$ cat config.mk
export PLATFORM = sky130hd
export DESIGN_NAME = mem_req_ctrl
export DESIGN_NICKNAME = d
export VERILOG_FILES = /design/src/rtl/mem_req_ctrl.sv
export SDC_FILE = /design/constraint.sdc
export NUM_CORES = 1
export LEC_CHECK = 0
export CAP_MARGIN = 40
export CORE_AREA = 2 2 69 71
export DETAILED_ROUTE_END_ITERATION = 6
export DIE_AREA = 0 0 71 73
export PLACE_DENSITY = 0.84
export SYNTH_ARGS = -nofsm -noshare
export SYNTH_HDL_FRONTEND = slang
export SYNTH_SLANG_ARGS = --single-unit
export TNS_END_PERCENT = 10
$ cat constraint.sdc
create_clock -name clk -period 3.7 [get_ports clk]
set_input_delay 1.11 -clock clk [delete_from_list [all_inputs] [get_ports clk]]
set_output_delay 1.11 -clock clk [all_outputs]
set_load 0.03 [all_outputs]
$ cat src/rtl/mem_req_ctrl.sv
// mem_req_ctrl
// Request sequencer in front of a 32 x 32-bit single-port synchronous memory
// with registered read data. Read/write burst commands arrive over a
// valid/ready handshake. Write beats arrive over a separate valid/ready
// channel that can stall. Read data is returned with rd_valid, which is
// delayed one cycle to line up with the memory's registered dout.
//
// Build option: define MEM_REQ_CTRL_BURST_EN to honour req_len (1..8 beats).
// Without it every command is a single beat, and req_len is ignored.
//
// Ports:
//   clk, reset_n           clock (rising edge), async active-low reset
//   req_valid/req_ready    command handshake (ready only while idle)
//   req_wr                 1 = write burst, 0 = read burst
//   req_addr, req_len      start address, beats minus one
//   wr_valid/wr_ready      write beat handshake (ready only while writing)
//   wr_data                write beat data
//   rd_valid, rd_data      read beat strobe and data (no backpressure)
//   busy                   burst in progress or read data still pending
//   mem_cen, mem_wen       memory chip enable / write enable
//   mem_addr, mem_din      memory address / write data
//   mem_dout               memory registered read data
//
// state | meaning
// ------+-----------------------------------------------------------
// IDLE  | waiting for a command, req_ready high
// WRITE | issuing one write per accepted wr_valid beat, wr_ready high
// READ  | issuing one read per cycle until the last beat
module mem_req_ctrl #(
    parameter int AW = 5,
    parameter int DW = 32,
    parameter int LW = 3
) (
    input  logic          clk,
    input  logic          reset_n,
    input  logic          req_valid,
    output logic          req_ready,
    input  logic          req_wr,
    input  logic [AW-1:0] req_addr,
    input  logic [LW-1:0] req_len,
    input  logic          wr_valid,
    output logic          wr_ready,
    input  logic [DW-1:0] wr_data,
    output logic          rd_valid,
    output logic [DW-1:0] rd_data,
    output logic          busy,
    output logic          mem_cen,
    output logic          mem_wen,
    output logic [AW-1:0] mem_addr,
    output logic [DW-1:0] mem_din,
    input  logic [DW-1:0] mem_dout
);

    typedef enum logic [1:0] {
        IDLE  = 2'd0,
        WRITE = 2'd1,
        READ  = 2'd2
    } state_t;

    state_t        state;
    state_t        state_nxt;
    logic [AW-1:0] cur_addr;
    logic [LW-1:0] beats_left;
    logic [LW-1:0] len_eff;
    logic          accept;
    logic          beat_issue;
    logic          last_beat;

`ifdef MEM_REQ_CTRL_BURST_EN
    assign len_eff = req_len;
`else
    // Single-beat build: the length port stays on the boundary but is unused.
    logic unused_req_len;
    assign unused_req_len = ^req_len;
    assign len_eff        = '0;
`endif

    assign accept     = (state == IDLE) && req_valid;
    assign beat_issue = ((state == WRITE) && wr_valid) || (state == READ);
    assign last_beat  = beat_issue && (beats_left == '0);

    always_ff @(posedge clk or negedge reset_n) begin
        if (!reset_n) begin
            state <= IDLE;
        end else begin
            state <= state_nxt;
        end
    end

    always_comb begin
        state_nxt = state;
        case (state)
            IDLE: begin
                if (req_valid) begin
                    state_nxt = req_wr ? WRITE : READ;
                end
            end
            WRITE, READ: begin
                if (last_beat) begin
                    state_nxt = IDLE;
                end
            end
            default: state_nxt = IDLE;
        endcase
    end

    // Address wraps modulo 2**AW naturally. beats_left holds at zero on the
    // final beat instead of wrapping, because the FSM leaves the burst there.
    always_ff @(posedge clk or negedge reset_n) begin
        if (!reset_n) begin
            cur_addr   <= '0;
            beats_left <= '0;
            rd_valid   <= 1'b0;
        end else begin
            rd_valid <= (state == READ);
            if (accept) begin
                cur_addr   <= req_addr;
                beats_left <= len_eff;
            end else if (beat_issue) begin
                cur_addr <= cur_addr + 1'b1;
                if (beats_left != '0) begin
                    beats_left <= beats_left - 1'b1;
                end
            end
        end
    end

    always_comb begin
        req_ready = (state == IDLE);
        wr_ready  = (state == WRITE);
        mem_cen   = 1'b0;
        mem_wen   = 1'b0;
        mem_addr  = '0;
        mem_din   = '0;
        case (state)
            WRITE: begin
                if (wr_valid) begin
                    mem_cen  = 1'b1;
                    mem_wen  = 1'b1;
                    mem_addr = cur_addr;
                    mem_din  = wr_data;
                end
            end
            READ: begin
                mem_cen  = 1'b1;
                mem_addr = cur_addr;
            end
            default: ;
        endcase
    end

    assign busy    = (state != IDLE) || rd_valid;
    assign rd_data = mem_dout;

endmodule
# Word-level counts from Yosys, hierarchy flattened
# Index checks and enable logic that the tools add are counted.
# totals
in_bits,77
wordCells,40
romBits,0
memories,0
latchBits,0
output_inout_bits,75
reg_bits,11
ramBits,0
# classes
shift,0
eq_ne,4
multipliers,0
muxes,16
n_reduce_logical,14
n_bitwise,0
n_div,0
add_sub_neg,2
n_lt_le_gt_ge,0
# op_table
op,count
32-bit 2-to-1 mux,2
5-bit 2-to-1 mux,3
5-bit case mux with 2 select lines,1
3-bit 2-to-1 mux,3
2-bit 2-to-1 mux,3
2-bit nonzero test,3
"5-bit by 1-bit adder with 5-bit output, second input constant",1
"2-bit inequality test, second input constant",2
2-bit case mux with 2 select lines,1
2-bit AND reduction,2
1-bit logical AND,3
3-bit logical NOT,1
3-bit nonzero test,1
"3-bit by 1-bit subtractor with 3-bit output, second input constant",1
"2-bit by 1-bit == test with 1-bit output, second input constant",1
"2-bit == test, second input constant",1
2-bit logical NOT,1
1-bit logical OR,2
1-bit 2-to-1 mux,2
1-bit case mux with 2 select lines,1
2-bit OR reduction,1

# Longest topological paths before layout
# Gate-level depths: netlist of run 1.
# logic_depth
depth_word,6
depth_mapped,6
depth_no_buf,6

# Worst setup path after synthesis of run 1
# OpenSTA, ideal clock, no wires.
# synth_timing
path_type,input -> output
start,input port wr_valid
end,output port mem_addr[0]
slack_ns,0.866
stages,3
arrival_ns,1.724
path_cell_list,a21o_2 buf_2 and3_1
# synth_via
elab_chain_len,2
# synth_rtl
item,line,rtl
from (decl),41,"input logic wr_valid,"
5-bit 2-to-1 mux,137,if (wr_valid) begin
5-bit case mux with 2 select lines,135,case (state)
to (decl),49,"output logic [AW-1:0] mem_addr,"
# No other way between the ends.

# Worst setup path after layout of run 1
# layout_timing
start,input port wr_valid
end,output port mem_din[3]
# layout_via
elab_chain_len,2
# layout_rtl
item,line,rtl
32-bit 2-to-1 mux,137,
32-bit 2-to-1 mux,135,
to (decl),50,"output logic [DW-1:0] mem_din,"
# No other way between the ends.

==> flow_metrics.py, run 1 <==
metrics = {
    "sta": {
        "setup_viol": 0,
        "slew_headroom_pct": 65.7,
        "fin_crit_ns": 3.34,
        "slew_viol_final": 0,
        "final_hold_viol_count": 0,
        "rsz0062_at_grt": "false",
        "fin_worst_skew_ns": 0.00383,
        "tns_ns": 0,
        "max_slew.worst_pin.slew_ns": 0.513,
        "fin_crit_sh_pct": 90.3,
        "fin_ws_ns": 0.359,
        "fmax_mhz": 299,
    },
    "route": {
        "viasPerCell": 4.61,
        "vias": 1161,
        "wl_met3_um": 401,
        "drt-initial-drc-count": 32,
        "wirelength_um": 3260,
        "dr.pass1.iters": 4,
        "top_layer": "met4",
        "routedWlPerCell_um": 12.9,
        "route.detailed.drc": 0,
        "ant_nets": 0,
        "m1WireLength_um": 1270,
        "route.met2.wl_um": 1570,
    },
    "power": {
        "p_leak_nw": 0.911,
        "irDropWorstVdd_v": 0.000300,
        "powerDensity_nw_per_um2": 529,
    },
    "critical_path": {
        "crit_end": "mem_din[3]",
        "cp-end-kind": "output port",
        "worstPathArrival_ns": 2.23,
        "path_class": "in2out",
        "r2r_setup_slack_ns": 1.94,
        "required_ns": 2.59,
        "start_kind": "input port",
        "r2r_end": "cur_addr[3]",
        "critPathLaunch": "wr_valid",
        "r2r_cells": 6,
        "cp_max_fo": 34,
        "r2r-start": "state[1]",
    },
    "placement": {
        "port_buffers": 84,
        "gp_congestion": 0.767,
        "hpwl_um": 2690,
        "place_ws_ns": 0.333,
        "dpl_cell_area_um2": 1710,
    },
    "cts": {
        "hold_buffers": 0,
        "cts_tree": "done",
        "cts.htree.levels": 1,
        "cts_root_buf": "clkbuf_8",
        "cts_resized": 0,
        "clk_path_buf_depth": 2,
        "clk_pin_slew_ns": 0.05,
        "clk_latency_ns": 0.24,
        "numClockSinks": 11,
        "numCtsBuffers": 3,
        "cts_setup_buffers": 0,
    },
    "global_routing": {
        "grt_max_degree": 37,
        "gr-total-overflow": 0,
        "antenna_found_initial": 0,
        "grt_pass1_wl_um": 4980,
        "grt_usage_pct": 12.0,
        "grt_pass1_vias": 1049,
    },
    "die": {
        "fp.dieArea_um2": 5180,
        "num_rows": 25,
        "initial_core_util_pct": 25.5,
        "io_pins": 152,
        "fp.coreArea_um2": 4540,
        "die_h_um": 73,
        "die_x_um": 71,
    },
    "finish": {
        "layout_commonest_cell": "clkdlybuf4s50_1",
        "nets": 282,
        "layout_common_cells": "45 x clkdlybuf4s50_1, 41 x buf_4, 34 x and3_1, 11 x dfrtp_1, 7 x inv_1",
        "diodes": 0,
        "fin_area_um2": 1750,
        "drive_gt1_share_pct": 25.3,
        "synthToLayoutAreaGrowth_pct": 51.1,
    },
    "yosys": {
        "synth_nets": 231,
        "ys_types": 26,
        "synth_warnings": 0,
        "syn_inst": 148,
        "ys_ff_latch": 11,
        "syn_area_per_cell_um2": 7.83,
        "synth_area_um2": 1160,
        "ys_seq_area_share_pct": 23.8,
    },
    "worst_hold_path": {
        "hold_path.class": "reg2reg",
    },
    "run_status": {
        "outcome": "completed",
    },
    "flow_run": {
        "drv_cap": 0,
    },
}
-- worst max-delay path: stages --
cell	delay [ns]
clkdlybuf4s50_1	0.49
buf_4	0.26
and3_1	0.21
buf_4	0.16
-- metal layers --
layer	global-route usage, %	up-vias
met5	0	-
met4	3.77	0
met3	5.11	6
met2	20.0	60
met1	13.9	516
li1	-	579
-- where the power goes --
part	switching [mW]	internal, mW
clock	0.0469	0.0758
combinational	0.357	0.248
sequential	0.0367	0.161
total	0.441	0.485
-- final cells by class --
type                       count  area, um2
fill                         462       2790
timing repair buffer          86        758
multi-input combinational     90        578
sequential                    11        275
tap                           54       67.6
clock buffer                   4       45.0
inverter                       7       26.3
-- flip-flops by register name, indices dropped and copies added (netlist names) --
register	count
state	2
beats_left	3
cur_addr	5
rd_valid	1
-- synth_stat cells, drive strengths merged --
cell type | count | area, um2
o21ai | 6 | 30.0
buf | 34 | 256
a21oi | 5 | 28.8
a21boi | 1 | 7.51
a31oi | 4 | 25.0
o211ai | 4 | 30.0
nor2b | 1 | 6.26
and3 | 37 | 235
ha | 6 | 75.1
nand2b | 1 | 6.26
nand3b | 1 | 7.51
clkbuf | 6 | 22.5
dfrtp | 11 | 275
a21o | 1 | 8.76
and2 | 3 | 18.8
or3 | 5 | 32.5
nand3 | 4 | 20.0
nand2 | 5 | 18.8
xnor2 | 1 | 8.76
nor2 | 5 | 18.8
inv | 7 | 26.3
-- metrics by stage --
step / hold WS (ns) / utilization, % / total power, mW / cells
2_1_floorplan: 0.513 / - / 0.656 / 148
6_report: 0.537 / 38.6 / 0.926 / 252
4_1_cts: 0.541 / 38.6 / 0.939 / 252
3_3_place_gp: 0.530 / 37.6 / 0.798 / 248
3_5_place_dp: 0.534 / 37.6 / 0.813 / 248
5_1_grt: 0.570 / 38.6 / 0.999 / 252
-- worst min-delay path by stage --
stage               cells past startpoint           from            end
finish                                  2  beats_left[2]  beats_left[2]
global route                            2  beats_left[2]  beats_left[2]
CTS                                     2  beats_left[2]  beats_left[2]
detailed placement                      2  beats_left[2]  beats_left[2]
global placement                        2  beats_left[2]  beats_left[2]
floorplan                               2  beats_left[0]  beats_left[0]
-- kinds of logic after synthesis --
logic type	count (synthesis)	synth area share [%]
simple gates	62	31.4
buf+inv	47	26.3
compound gates	21	11.2
flops	11	23.8
fa+ha+maj	6	6.48
xor+xnor	1	0.756
No activity file was read; power rests on OpenSTA's default activity.
==> run 2, diff against run 1 <==
--- a/config.mk
+++ b/config.mk
@@ -10,6 +10,7 @@
 export DETAILED_ROUTE_END_ITERATION = 6
 export DIE_AREA = 0 0 71 73
 export PLACE_DENSITY = 0.84
+export SKIP_LAST_GASP = 1
 export SYNTH_ARGS = -nofsm -noshare
 export SYNTH_HDL_FRONTEND = slang
 export SYNTH_SLANG_ARGS = --single-unit
==> results of run 2 <==
No change in the layout: final DEF, timing and power equal those of run 1.
==> run 3, diff against run 2 <==
--- a/config.mk
+++ b/config.mk
@@ -6,10 +6,11 @@
 export NUM_CORES = 1
 export LEC_CHECK = 0
 export CAP_MARGIN = 40
-export CORE_AREA = 2 2 69 71
+export CORE_AREA = 2 2 59 83
+export CTS_CLUSTER_DIAMETER = 50
 export DETAILED_ROUTE_END_ITERATION = 6
-export DIE_AREA = 0 0 71 73
-export PLACE_DENSITY = 0.84
+export DIE_AREA = 0 0 61 85
+export PLACE_DENSITY = 0.83
 export SKIP_LAST_GASP = 1
 export SYNTH_ARGS = -nofsm -noshare
 export SYNTH_HDL_FRONTEND = slang
==> flow_metrics.py, run 3 (synthesis results as in run 1) <==
metrics = {
    "finish": {
        "layout_commonest_cell": "clkdlybuf4s50_1",
        "drive_gt1_share_pct": 25.3,
        "largest_register_ffs": 5,
        "layout_common_cells": "45 x clkdlybuf4s50_1, 40 x buf_4, 34 x and3_1, 11 x dfrtp_1, 7 x inv_1",
        "diodes": 0,
        "synthToLayoutAreaGrowth_pct": 53.0,
        "nets": 282,
        "fin_util_pct": 39.7,
        "regMostFlops": "cur_addr",
        "nFillCells": 449,
        "multi_input_area_um2": 578,
        "top_regs": "cur_addr: 5 flops, beats_left: 3 flops, state: 2 flops",
        "seqCellArea_um2": 275,
    },
    "route": {
        "route.detailed.drc": 0,
        "drt-initial-drc-count": 61,
        "ant_nets": 0,
        "viasPerCell": 4.68,
        "routedWlPerCell_um": 13.4,
        "vias": 1216,
        "dr.pass1.iters": 4,
        "wirelength_um": 3490,
    },
    "critical_path": {
        "cp-end-kind": "output port",
        "worstPathArrival_ns": 2.26,
        "critPathMaxStageDelay_ns": 0.48,
        "cp_max_fo": 34,
        "start_kind": "input port",
        "cpMostUsedCell": "buf_4",
        "path_class": "in2out",
        "crit_family": "buffers and inverters",
        "path_cells": "clkdlybuf4s50_1 -> buf_4 -> and3_1 -> buf_4",
        "required_ns": 2.59,
        "critPathBufInv": 3,
        "crit_path_top_delay_cell": "clkdlybuf4s50_1",
    },
    "die": {
        "fp.dieArea_um2": 5190,
        "io_pins": 152,
        "num_rows": 29,
        "initial_core_util_pct": 26.0,
        "fp.coreArea_um2": 4460,
        "die_h_um": 85,
        "die_x_um": 61,
    },
    "cts": {
        "clk_path_buf_depth": 2,
        "cts_setup_buffers": 0,
        "cts_root_buf": "clkbuf_8",
        "clk_pin_slew_ns": 0.05,
        "cts_tree": "done",
        "clk_latency_ns": 0.24,
        "cts.htree.levels": 1,
        "cts_resized": 0,
        "numCtsBuffers": 3,
        "numClockSinks": 11,
        "hold_buffers": 0,
    },
    "sta": {
        "rsz0062_at_grt": "false",
        "fin_crit_ns": 3.37,
        "fmax_mhz": 297,
        "max_slew.worst_pin.slew_ns": 0.519,
        "slew_viol_final": 0,
        "final_hold_viol_count": 0,
        "tns_ns": 0,
        "setup_viol": 0,
        "fin_crit_sh_pct": 91.0,
        "fin_worst_skew_ns": 0.00110,
        "slew_headroom_pct": 65.3,
    },
    "global_routing": {
        "grt_pass1_vias": 1128,
        "busiest_layer": "met2",
        "grt_pass1_wl_um": 5000,
        "grt_util_met2_pct": 22.0,
        "antenna_found_initial": 0,
        "grt_max_degree": 35,
        "grt.met3_usage_pct": 2.59,
        "gr-total-overflow": 0,
        "gr-usage-met1_pct": 12.4,
        "grt_usage_pct": 12.8,
    },
    "power": {
        "irDropWorstVdd_v": 0.000330,
        "powerDensity_nw_per_um2": 533,
        "p_leak_nw": 0.914,
    },
    "worst_hold_path": {
        "hold_path.class": "reg2reg",
    },
    "run_status": {
        "outcome": "completed",
    },
    "placement": {
        "port_buffers": 84,
        "hpwl_um": 2810,
        "gp_congestion": 0.759,
    },
    "flow_run": {
        "drv_cap": 0,
    },
}
-- run 3: cell counts in the layout (fill, tap and decap cells not counted) --
No cell type changed its count.
-- run 3: layout make-up --
type	instances	share of cell area (%)
flip-flops and latches	11	15.5
well taps	62	4.38
multi-input cells	90	32.6
inverters	7	1.48
repair buffers	86	43.5
clock buffers	4	2.54
-- run 3: metrics by stage --
step	instances	power, mW	worst slack [ns]	hold WS (ns)	instance area (um2)
floorplan	148	0.656	0.866	0.513	1160
global placement	256	0.807	0.335	0.525	1730
detailed placement	256	0.826	0.294	0.534	1730
CTS	260	0.954	0.298	0.541	1770
global route	260	1.01	0.238	0.570	1770
finish	260	0.946	0.332	0.537	1770
-- run 3: power by group --
part / total [mW] / internal, mW / switching (mW)
Sequential: 0.203 / 0.161 / 0.0417
Combinational: 0.617 / 0.253 / 0.364
Clock: 0.126 / 0.0760 / 0.0496
Total: 0.946 / 0.490 / 0.456
-- run 3: tightest hold or removal path: cells and delay by family (launching register included) --
kind | cells | cell delay, ns
flops | 1 | 0.37
compound gates | 2 | 0.13
-- run 3: routing by layer --
layer,share of wire [%],vias up
li1,-,577
met1,36,525
met2,47,83
met3,11,31
met4,5.6,0
met5,0,-
-- run 3: path summary, 6_finish.rpt --
| check | cells after the start | endpoint | start | slack (ns) |
|---|---|---|---|---|
| min reg2reg | 2 | beats_left[1] | beats_left[1] | 0.54 |
| max reg2reg | 5 | cur_addr[4] | state[1] | 2.07 |
| max in group asynchronous | 1 | state[1] | reset_n | 2.14 |
| max | 4 | mem_din[12] | wr_valid | 0.33 |
| min | 2 | beats_left[1] | beats_left[1] | 0.54 |
| min in group asynchronous | 1 | cur_addr[2] | reset_n | 1.21 |
